`config.mk`:
```
export PLATFORM = sky130hd
export DESIGN_NAME = audio_play_scheduler
export DESIGN_NICKNAME = d
export VERILOG_FILES = /design/src/rtl/audio_pkg.sv /design/src/rtl/rr_arbiter8.sv /design/src/rtl/audio_play_scheduler.sv
export SDC_FILE = /design/constraint.sdc
export NUM_CORES = 1
export LEC_CHECK = 0
export ABC_CLOCK_PERIOD_IN_PS = 4500
export BUFFER_PORTS_ARGS = -buffer_cell sky130_fd_sc_hd__buf_2
export CORE_UTILIZATION = 29
export CTS_BUF_LIST = sky130_fd_sc_hd__clkbuf_16
export CTS_CLUSTER_DIAMETER = 100
export CTS_CLUSTER_SIZE = 30
export DETAILED_ROUTE_END_ITERATION = 7
export GPL_ROUTABILITY_DRIVEN = 0
export RECOVER_POWER = 100
export SLEW_MARGIN = 20
export SYNTH_ARGS = -nofsm -noshare
export SYNTH_HDL_FRONTEND = slang
export SYNTH_SLANG_ARGS = --single-unit
export TNS_END_PERCENT = 100
```
`constraint.sdc`:
```
create_clock -name MCLK -period 4.5 [get_ports MCLK]
set_input_delay 0.225 -clock MCLK [delete_from_list [all_inputs] [get_ports MCLK]]
set_output_delay 0.225 -clock MCLK [all_outputs]
set_load 0.01 [all_outputs]
```
`src/rtl/audio_pkg.sv`:
```
// rtl/audio_pkg.sv - shared encodings and constants for the audio play scheduler
package audio_pkg;

    localparam int NUM_CLIPS            = 8;
    localparam int SEL_W                = 3;
    localparam int DEFAULT_CLK_FREQ     = 100_000_000;
    localparam int DEFAULT_AUDIO_PERIOD = 5;

    typedef enum logic [2:0] {
        ST_IDLE  = 3'd0,
        ST_ARB   = 3'd1,
        ST_SETUP = 3'd2,
        ST_PLAY  = 3'd3,
        ST_GAP   = 3'd4
    } state_t;

    function automatic int max3(input int a, input int b, input int c);
        int m;
        m = (a > b) ? a : b;
        return (m > c) ? m : c;
    endfunction

endpackage

```
`src/rtl/rr_arbiter8.sv`:
```
// rtl/rr_arbiter8.sv - combinational round-robin grant over an 8-bit pending mask
module rr_arbiter8
    import audio_pkg::*;
(
    input  logic [NUM_CLIPS-1:0] pending,
    input  logic [SEL_W-1:0]     last,
    output logic                 grant_valid,
    output logic [SEL_W-1:0]     grant_idx
);

    logic [SEL_W-1:0] cand;

    // Search starts just after the previous winner; i=8 wraps back onto last itself.
    always_comb begin
        grant_valid = 1'b0;
        grant_idx   = last;
        cand        = last;
        for (int i = 1; i <= NUM_CLIPS; i++) begin
            cand = last + i[SEL_W-1:0];
            if (!grant_valid && pending[cand]) begin
                grant_valid = 1'b1;
                grant_idx   = cand;
            end
        end
    end

endmodule

```
`src/rtl/audio_play_scheduler.sv`:
```
// rtl/audio_play_scheduler.sv - arbitrates clip requests and sequences the I2S transmitter enable/select
module audio_play_scheduler
    import audio_pkg::*;
#(
    parameter int                   CLK_FREQ     = DEFAULT_CLK_FREQ,
    parameter int                   AUDIO_PERIOD = DEFAULT_AUDIO_PERIOD,
    parameter int                   CLIP_CYCLES  = CLK_FREQ * AUDIO_PERIOD,
    parameter int                   SETUP_CYCLES = 16,
    parameter int                   GAP_CYCLES   = CLK_FREQ / 100,
    parameter logic [NUM_CLIPS-1:0] CLIP_MASK    = 8'h01
) (
    input  logic                 MCLK,
    input  logic                 rst_n,
    input  logic [NUM_CLIPS-1:0] req,
    input  logic                 stop,
    input  logic                 loop_en,
    output logic                 tx_enable,
    output logic [SEL_W-1:0]     tx_sel,
    output logic                 busy,
    output logic [NUM_CLIPS-1:0] pending,
    output logic                 done,
    output logic                 dropped
);

    localparam int CNT_MAX = max3(CLIP_CYCLES, GAP_CYCLES, SETUP_CYCLES);
    localparam int CNT_W   = $clog2(CNT_MAX) + 1;

    localparam logic [CNT_W-1:0] SETUP_LOAD = CNT_W'(SETUP_CYCLES - 1);
    localparam logic [CNT_W-1:0] CLIP_LOAD  = CNT_W'(CLIP_CYCLES - 1);
    localparam logic [CNT_W-1:0] GAP_LOAD   = CNT_W'(GAP_CYCLES - 1);

    state_t               state, state_next;
    logic [CNT_W-1:0]     cnt, cnt_next;
    logic [NUM_CLIPS-1:0] req_q;
    logic [NUM_CLIPS-1:0] rise;
    logic [NUM_CLIPS-1:0] grant_clear;
    logic [SEL_W-1:0]     last;
    logic                 grant_valid;
    logic [SEL_W-1:0]     grant_idx;
    logic                 grant_take;

    rr_arbiter8 u_arb (
        .pending     (pending),
        .last        (last),
        .grant_valid (grant_valid),
        .grant_idx   (grant_idx)
    );

    assign rise        = req & ~req_q;
    assign grant_take  = (state == ST_ARB) && grant_valid && !stop;
    assign grant_clear = grant_take ? (NUM_CLIPS'(1) << grant_idx) : '0;

    always_ff @(posedge MCLK or negedge rst_n) begin
        if (!rst_n) begin
            state   <= ST_IDLE;
            cnt     <= '0;
            req_q   <= '0;
            pending <= '0;
            dropped <= 1'b0;
            tx_sel  <= '0;
            last    <= SEL_W'(NUM_CLIPS - 1);
        end else begin
            state   <= state_next;
            cnt     <= cnt_next;
            req_q   <= req;
            pending <= stop ? '0 : ((pending | (rise & CLIP_MASK)) & ~grant_clear);
            dropped <= !stop && (|(rise & (~CLIP_MASK | pending)));
            if (grant_take) begin
                tx_sel <= grant_idx;
                last   <= grant_idx;
            end
        end
    end

    // Each state entry reloads the shared down-counter; a state exits when it reaches zero.
    always_comb begin
        state_next = state;
        cnt_next   = (cnt != '0) ? (cnt - CNT_W'(1)) : cnt;
        if (stop) begin
            if (state != ST_IDLE) begin
                state_next = ST_GAP;
                cnt_next   = GAP_LOAD;
            end
        end else begin
            case (state)
                ST_IDLE: begin
                    if (pending != '0) state_next = ST_ARB;
                end
                ST_ARB: begin
                    if (grant_valid) begin
                        state_next = ST_SETUP;
                        cnt_next   = SETUP_LOAD;
                    end else begin
                        state_next = ST_IDLE;
                    end
                end
                ST_SETUP: begin
                    if (cnt == '0) begin
                        state_next = ST_PLAY;
                        cnt_next   = CLIP_LOAD;
                    end
                end
                ST_PLAY: begin
                    if (cnt == '0) begin
                        state_next = ST_GAP;
                        cnt_next   = GAP_LOAD;
                    end
                end
                ST_GAP: begin
                    if (cnt == '0) begin
                        if (pending != '0) begin
                            state_next = ST_ARB;
                        end else if (loop_en) begin
                            state_next = ST_SETUP;
                            cnt_next   = SETUP_LOAD;
                        end else begin
                            state_next = ST_IDLE;
                        end
                    end
                end
                default: begin
                    state_next = ST_IDLE;
                    cnt_next   = '0;
                end
            endcase
        end
    end

    always_comb begin
        tx_enable = (state == ST_PLAY);
        busy      = (state != ST_IDLE);
        done      = (state == ST_PLAY) && (cnt == '0) && !stop;
    end

endmodule

```
==> impl_metrics.yaml, run 1 <==
yosys:
  synth_adder_area_share_pct: 1.27
  yosysUniqueCellTypes: 75
  syn-cell-area_um2: 3940
  synth_edf_count: 0
  synth.avg_cell_area_um2: 9.60
  synth.most_common_cell: "dfrtp_1"
  ys_ff_latch: 56
  async_flop_share_pct: 100
  synth_compound_area_share_pct: 18.4
  synth_cells: 411
  syn_nets: 427
  muxShareOfSynthArea_pct: 13.3
  ys_top_cells_by_count: "53 x dfrtp_1, 36 x nand2_1, 36 x nor2_1"
  ys_seq_area_share_pct: 35.6
  synth_top_area_cell: "dfrtp_1"
  synth.area.top_cells: "dfrtp_1 34%, mux4_2 5.7%, mux2i_1 5.3%"
  ys_warn_count: 0
  netlist.area_leader.share_pct: 33.6
  ys.flop_type: "dfrtp_1"
  synth_top_family_by_area: "simple AND/OR/NAND/NOR gates"
  yosys.area_share.simple_pct: 18.6
  synth-xor-area-share_pct: 7.33
detailed_routing:
  antenna_left: 0
  wirelength_um: 9190
  drc: 0
  vias: 3170
  vias_per_cell: 5.26
  drt_first_pass_iters: 7
  routedWlPerCell_um: 15.2
  drt_iter0_markers: 116
clocking:
  ctsHoldBuffers: 0
  postCtsSetupBuffers: 0
  clk_pin_slew_worst_paths_ns: 0.08
  clock_sinks: 56
  cts_root_buffer: "clkbuf_16"
  cts_buffer_depth: 2
  cts-buffers-inserted: 5
  htree_levels: 2
  clock_latency_ns: 0.30
  post_cts_resized: 0
  cts_tree: "yes"
floorplan:
  die_h_um: 119
  num_rows: 42
  start_util_pct: 29.8
  dieArea_um2: 14100
  core-area_um2: 13200
  die_w_um: 119
  io_pins: 27
timing:
  rsz0062_at_grt: "false"
  slew_viol_final: 57
  worst_slew_pin_slew_ns: 3.02
  finalWorstSetupSlack_ns: 0.367
  fin_crit_ns: 4.13
  fin_setup_tns_ns: 0
  max_freq_mhz: 242
  clock-skew-final_ns: 0.0136
  setup_viol: 0
  relSlewSlack_pct: -101
  finalHoldViolations: 0
  period_share_pct: 91.8
placed_design:
  hpwl_um: 6710
  pre_cts_slack_ns: 0.508
  io_buffers: 26
  dp.cells: 595
outcome:
  status: "finished with violations"
  violations: "max-capacitance violations, max-slew violations"
finish:
  diodes: 0
  fillers: 1396
  nets: 442
  instances_no_fill: 603
  areaGrowthSynthToFinish_pct: 8.85
  drive_gt1_share_pct: 12.9
worst_setup_path:
  timing.rr.start: "last[1]"
  r2r_cells: 10
  path_cells: "inv_1 -> ha_1 -> buf_4 -> mux4_2 -> mux2i_1 -> nand4_1 -> or4_1 -> nor2b_4 -> nor3_2 -> o21ai_1"
  startpoint: "last[1]"
  r2r-end: "cnt[4]"
  worst-path-buf-inv: 2
  rrSetupSlack_ns: 0.37
  critPathCapture: "cnt[4]"
  critPathMaxFanout: 16
  slowest_stage: "dfstp_2"
  cp.arrival_ns: 4.29
  startpoint_type: "register"
  crit_path_max_incr_delay_ns: 0.79
  criticalPathCategory: "reg2reg"
  worstPathRequired_ns: 4.66
  crit_family: "simple AND/OR/NAND/NOR gates"
  cp.depth: 10
  end_kind: "register"
hold_path:
  min_from: "req[0]"
  min_path_type: "in2reg"
global_routing:
  antenna_found_initial: 0
  first_global_vias: 3112
  grt.total_usage_pct: 13.8
  grt_pass1_wl_um: 15700
  gr-total-overflow: 0
  grt_max_degree: 57
power:
  ir_worst_vdd_mv: 0.202
  p_leak_nw: 1.61
  power.density_nw_per_um2: 258
run:
  maxCapViolations: 1
[area by class of cell]
type	instances	area, um^2	area share [%]
Clock inverter	3	38.8	0.904
Tap cell	176	220	5.13
Sequential cell	56	1410	32.7
Inverter	25	93.8	2.19
Multi-Input combinational cell	306	2270	52.8
Clock buffer	5	125	2.91
Timing Repair Buffer	32	143	3.32
[state kept, by name, summed over array words and instances, names as in the netlist]
| signal | flops |
|---|---|
| req_q | 8 |
| last | 3 |
| pending | 8 |
| cnt | 30 |
| state | 3 |
| dropped | 1 |
| tx_sel | 3 |
[how the worst min path moves through the flow]
stage                          end  slack (ns)  cells after the start
final                     req_q[0]        0.05                      1
after global placement    req_q[0]        0.35                      1
after floorplan             cnt[0]       -0.07                      0
after global routing      req_q[0]        0.05                      1
after CTS                 req_q[0]        0.05                      1
after detailed placement  req_q[2]        0.35                      1
[layer usage]
metal / vias to the layer above / share of wire [%] / routed length [um] / GRT usage [%]
li1: 1534 / - / - / -
met1: 1567 / 48 / 4390 / 19.2
met2: 59 / 48 / 4430 / 22.1
met3: 10 / 2.5 / 231 / 1.54
met4: 0 / 1.5 / 141 / 4.75
met5: - / 0 / 0 / 0
[kinds of logic (layout without fill, tap and decap cells)]
| logic type | count (synthesis) | after routing |
|---|---|---|
| compound gates | 92 | 92 |
| flops | 56 | 56 |
| buf+inv | 49 | 65 |
| fa+ha+maj | 4 | 4 |
| simple gates | 141 | 141 |
| mux | 39 | 39 |
| xor+xnor | 30 | 30 |
[worst reg2reg max path, delay by kind of cell (launching register included)]
family          cells  cell delay [ns]
compound gates      1             0.13
fa+ha+maj           1             0.37
buf+inv             2             0.47
flops               1             0.79
mux                 2             0.72
simple gates        4             1.53
[placed cells by master (no fill, tap or decap), types with 6 or more instances in the layout]
cell and count:
a31oi_1 6, o21ai_0 10, buf_2 6, nand3_1 6, nand2_1 36, nor4_1 6, clkbuf_1 22, xnor2_1 20
a21oi_1 27, mux2_2 8, dfrtp_1 53, xor2_1 9, nand4_1 6, nor2_1 36, mux2i_1 21, nor3_1 12
inv_1 24, mux4_2 10
[stage by stage]
stage               total power [W]  utilization (%)  hold slack (ns)  area, um^2
floorplan                  0.000643                -          -0.0706        3940
global placement           0.000682             31.8            0.345        4220
detailed placement         0.000685             31.8            0.352        4220
CTS                         0.00112             33.1           0.0494        4380
global route                0.00115             32.4           0.0477        4290
finish                      0.00111             32.4           0.0492        4290
[power breakdown]
part           switching (W)  internal (W)
combinational      0.0000859     0.0000532
clock               0.000176      0.000260
sequential         0.0000175      0.000514
total               0.000280      0.000827
Note: power is estimated with default switching activity, not from simulation.
==> run 2: changes to the inputs <==
==> constraint.sdc (replaced) <==
create_clock -name MCLK -period 4.5 [get_ports MCLK]
set_input_delay 1.125 -clock MCLK [delete_from_list [all_inputs] [get_ports MCLK]]
set_output_delay 1.125 -clock MCLK [all_outputs]
set_load 0.01 [all_outputs]
==> run 2 against run 1 <==
The flow still finishes with violations (max-capacitance violations, max-slew violations). Combinational power about the same. Global-route usage about the same. Die area unchanged. Worst hold slack better by 0.47 ns. Count of clock-buffer cells in the layout unchanged. Via count down 0.38%. Fmax up 0.40%. Sequential power about the same. First-iteration DRC count up 46%. Core utilization down 0.085 points. Cell area down 0.26%. Largest cell class unchanged.
==> impl_metrics.yaml, run 2 (synthesized netlist as in run 1, its figures left out) <==
timing:
  period_share_pct: 91.5
  finalHoldViolations: 0
  hold_ws_ns: 0.522
  worst_slew_pin_slew_ns: 1.92
  fin_setup_tns_ns: 0
  rsz0062_at_grt: "false"
  clock-skew-final_ns: 0.00933
  setup_viol: 0
  relSlewSlack_pct: -28.0
  slew_viol_final: 37
  max_freq_mhz: 243
  fin_crit_ns: 4.12
clocking:
  htree_levels: 2
  clk_pin_slew_worst_paths_ns: 0.07
  cts_root_buffer: "clkbuf_16"
  cts_tree: "yes"
  cts_buffer_depth: 2
  clock_latency_ns: 0.29
  ctsHoldBuffers: 0
  post_cts_resized: 0
  cts-buffers-inserted: 5
  clock_sinks: 56
  postCtsSetupBuffers: 0
power:
  finalPower_w: 0.00106
  p_leak_nw: 1.59
  power.switching_w: 0.000282
  p_int_w: 0.000773
  p_comb_share_pct: 13.4
  pwr-share-clk_pct: 36.3
  ir_worst_vdd_mv: 0.124
  power.density_nw_per_um2: 247
  switching_share_pct: 26.8
  seqPwrFrac_pct: 50.3
detailed_routing:
  dr_wl_met3_um: 250
  drt_first_pass_iters: 4
  vias_per_cell: 5.24
  vias: 3158
  drt_iter0_markers: 169
  wl_met1_um: 4170
  routedWlPerCell_um: 15.2
  drc: 0
  wirelength_um: 9170
  antenna_left: 0
  route.met2.wl_um: 4590
  highest_layer: "met4"
worst_setup_path:
  crit_family: "simple AND/OR/NAND/NOR gates"
  rrSetupSlack_ns: 0.38
  criticalPathCategory: "reg2reg"
  path_cells: "inv_2 -> ha_1 -> buf_4 -> mux2i_1 -> mux2i_1 -> o221ai_1 -> nand4_1 -> buf_4 -> or4_4 -> nor2b_1 -> nor3_4 -> o21ai_0"
  r2r_cells: 12
  worst-path-buf-inv: 3
  crit_path_max_incr_delay_ns: 0.81
  r2r-end: "cnt[4]"
  startpoint_type: "register"
  timing.rr.start: "last[0]"
  slowest_stage: "dfstp_2"
  end_kind: "register"
  cp.arrival_ns: 4.26
  critPathMaxFanout: 19
  worstPathRequired_ns: 4.65
outcome:
  status: "finished with violations"
  violations: "max-capacitance violations, max-slew violations"
floorplan:
  core-area_um2: 13200
  io_pins: 27
  dieArea_um2: 14100
  num_rows: 42
  die_h_um: 119
  die_w_um: 119
  start_util_pct: 29.8
run:
  maxCapViolations: 1
finish:
  largest_registers: "cnt: 30 flops, pending: 8 flops, req_q: 8 flops"
  drive_gt1_share_pct: 13.1
  fin_util_pct: 32.3
  largest-register: "cnt"
  nets: 442
  mostFrequentLayoutCells: "53 x dfrtp_1, 36 x nand2_1, 36 x nor2_1"
  diodes: 0
  areaGrowthSynthToFinish_pct: 8.57
  largest_register_ffs: 30
  final_common_cell: "dfrtp_1"
  fin_area_um2: 4280
placed_design:
  io_buffers: 26
  placed_cell_area_um2: 4220
  hpwl_um: 6700
hold_path:
  min_path_type: "reg2reg"
  worstHoldEndpoint: "tx_sel[0]"
  min_from: "tx_sel[0]"
  holdPathStages: 2
global_routing:
  grt_max_degree: 37
  first_global_vias: 3176
  grt_pass1_wl_um: 15800
  antenna_found_initial: 0
  grt.total_usage_pct: 13.8
  gr-total-overflow: 0
==> run 2: power by group through the flow <==
stage / logic (W) / registers (W) / clock network [W]
floorplan: 0.000114 / 0.000529 / 0
global placement: 0.000142 / 0.000541 / 0
detailed placement: 0.000145 / 0.000541 / 0
CTS: 0.000145 / 0.000532 / 0.000393
global route: 0.000156 / 0.000534 / 0.000417
finish: 0.000141 / 0.000531 / 0.000384
==> run 2: routing by layer <==
layer  global-route usage (%)  vias up
met1                     18.5     1552
met5                        0        -
met3                     1.74       14
met2                     22.6       61
li1                         -     1531
met4                     5.30        0
==> run 2: layout make-up <==
type                    count  area, um^2
fillers                  1382        8960
multi-input cells         306        2270
flip-flops and latches     56        1410
well taps                 176         220
repair buffers             32         145
clock buffers               5         125
inverters                  25        93.8
clock inverters             3        18.8
==> run 2: tightest hold or removal path, stage by stage, from the launching register on <==
cell	delay, ns
dfrtp_1	0.36
nand2_1	0.06
nand2_1	0.07
==> run 2: worst max path at each step <==
stage / from / endpoint / slack, ns / cells after the start
after floorplan: last[1] / pending[5] / 0.96 / 12
after global placement: last[0] / cnt[4] / 0.61 / 10
after detailed placement: last[0] / cnt[23] / 0.56 / 12
after CTS: cnt[15] / done / 0.43 / 7
after global routing: last[0] / pending[3] / 0.15 / 12
final: last[0] / cnt[4] / 0.38 / 12
==> run 2: stage by stage <==
stage	setup slack, ns	cells
6_report	0.384	603
5_1_grt	0.152	603
4_1_cts	0.435	603
3_5_place_dp	0.560	595
3_3_place_gp	0.609	595
2_1_floorplan	0.965	411
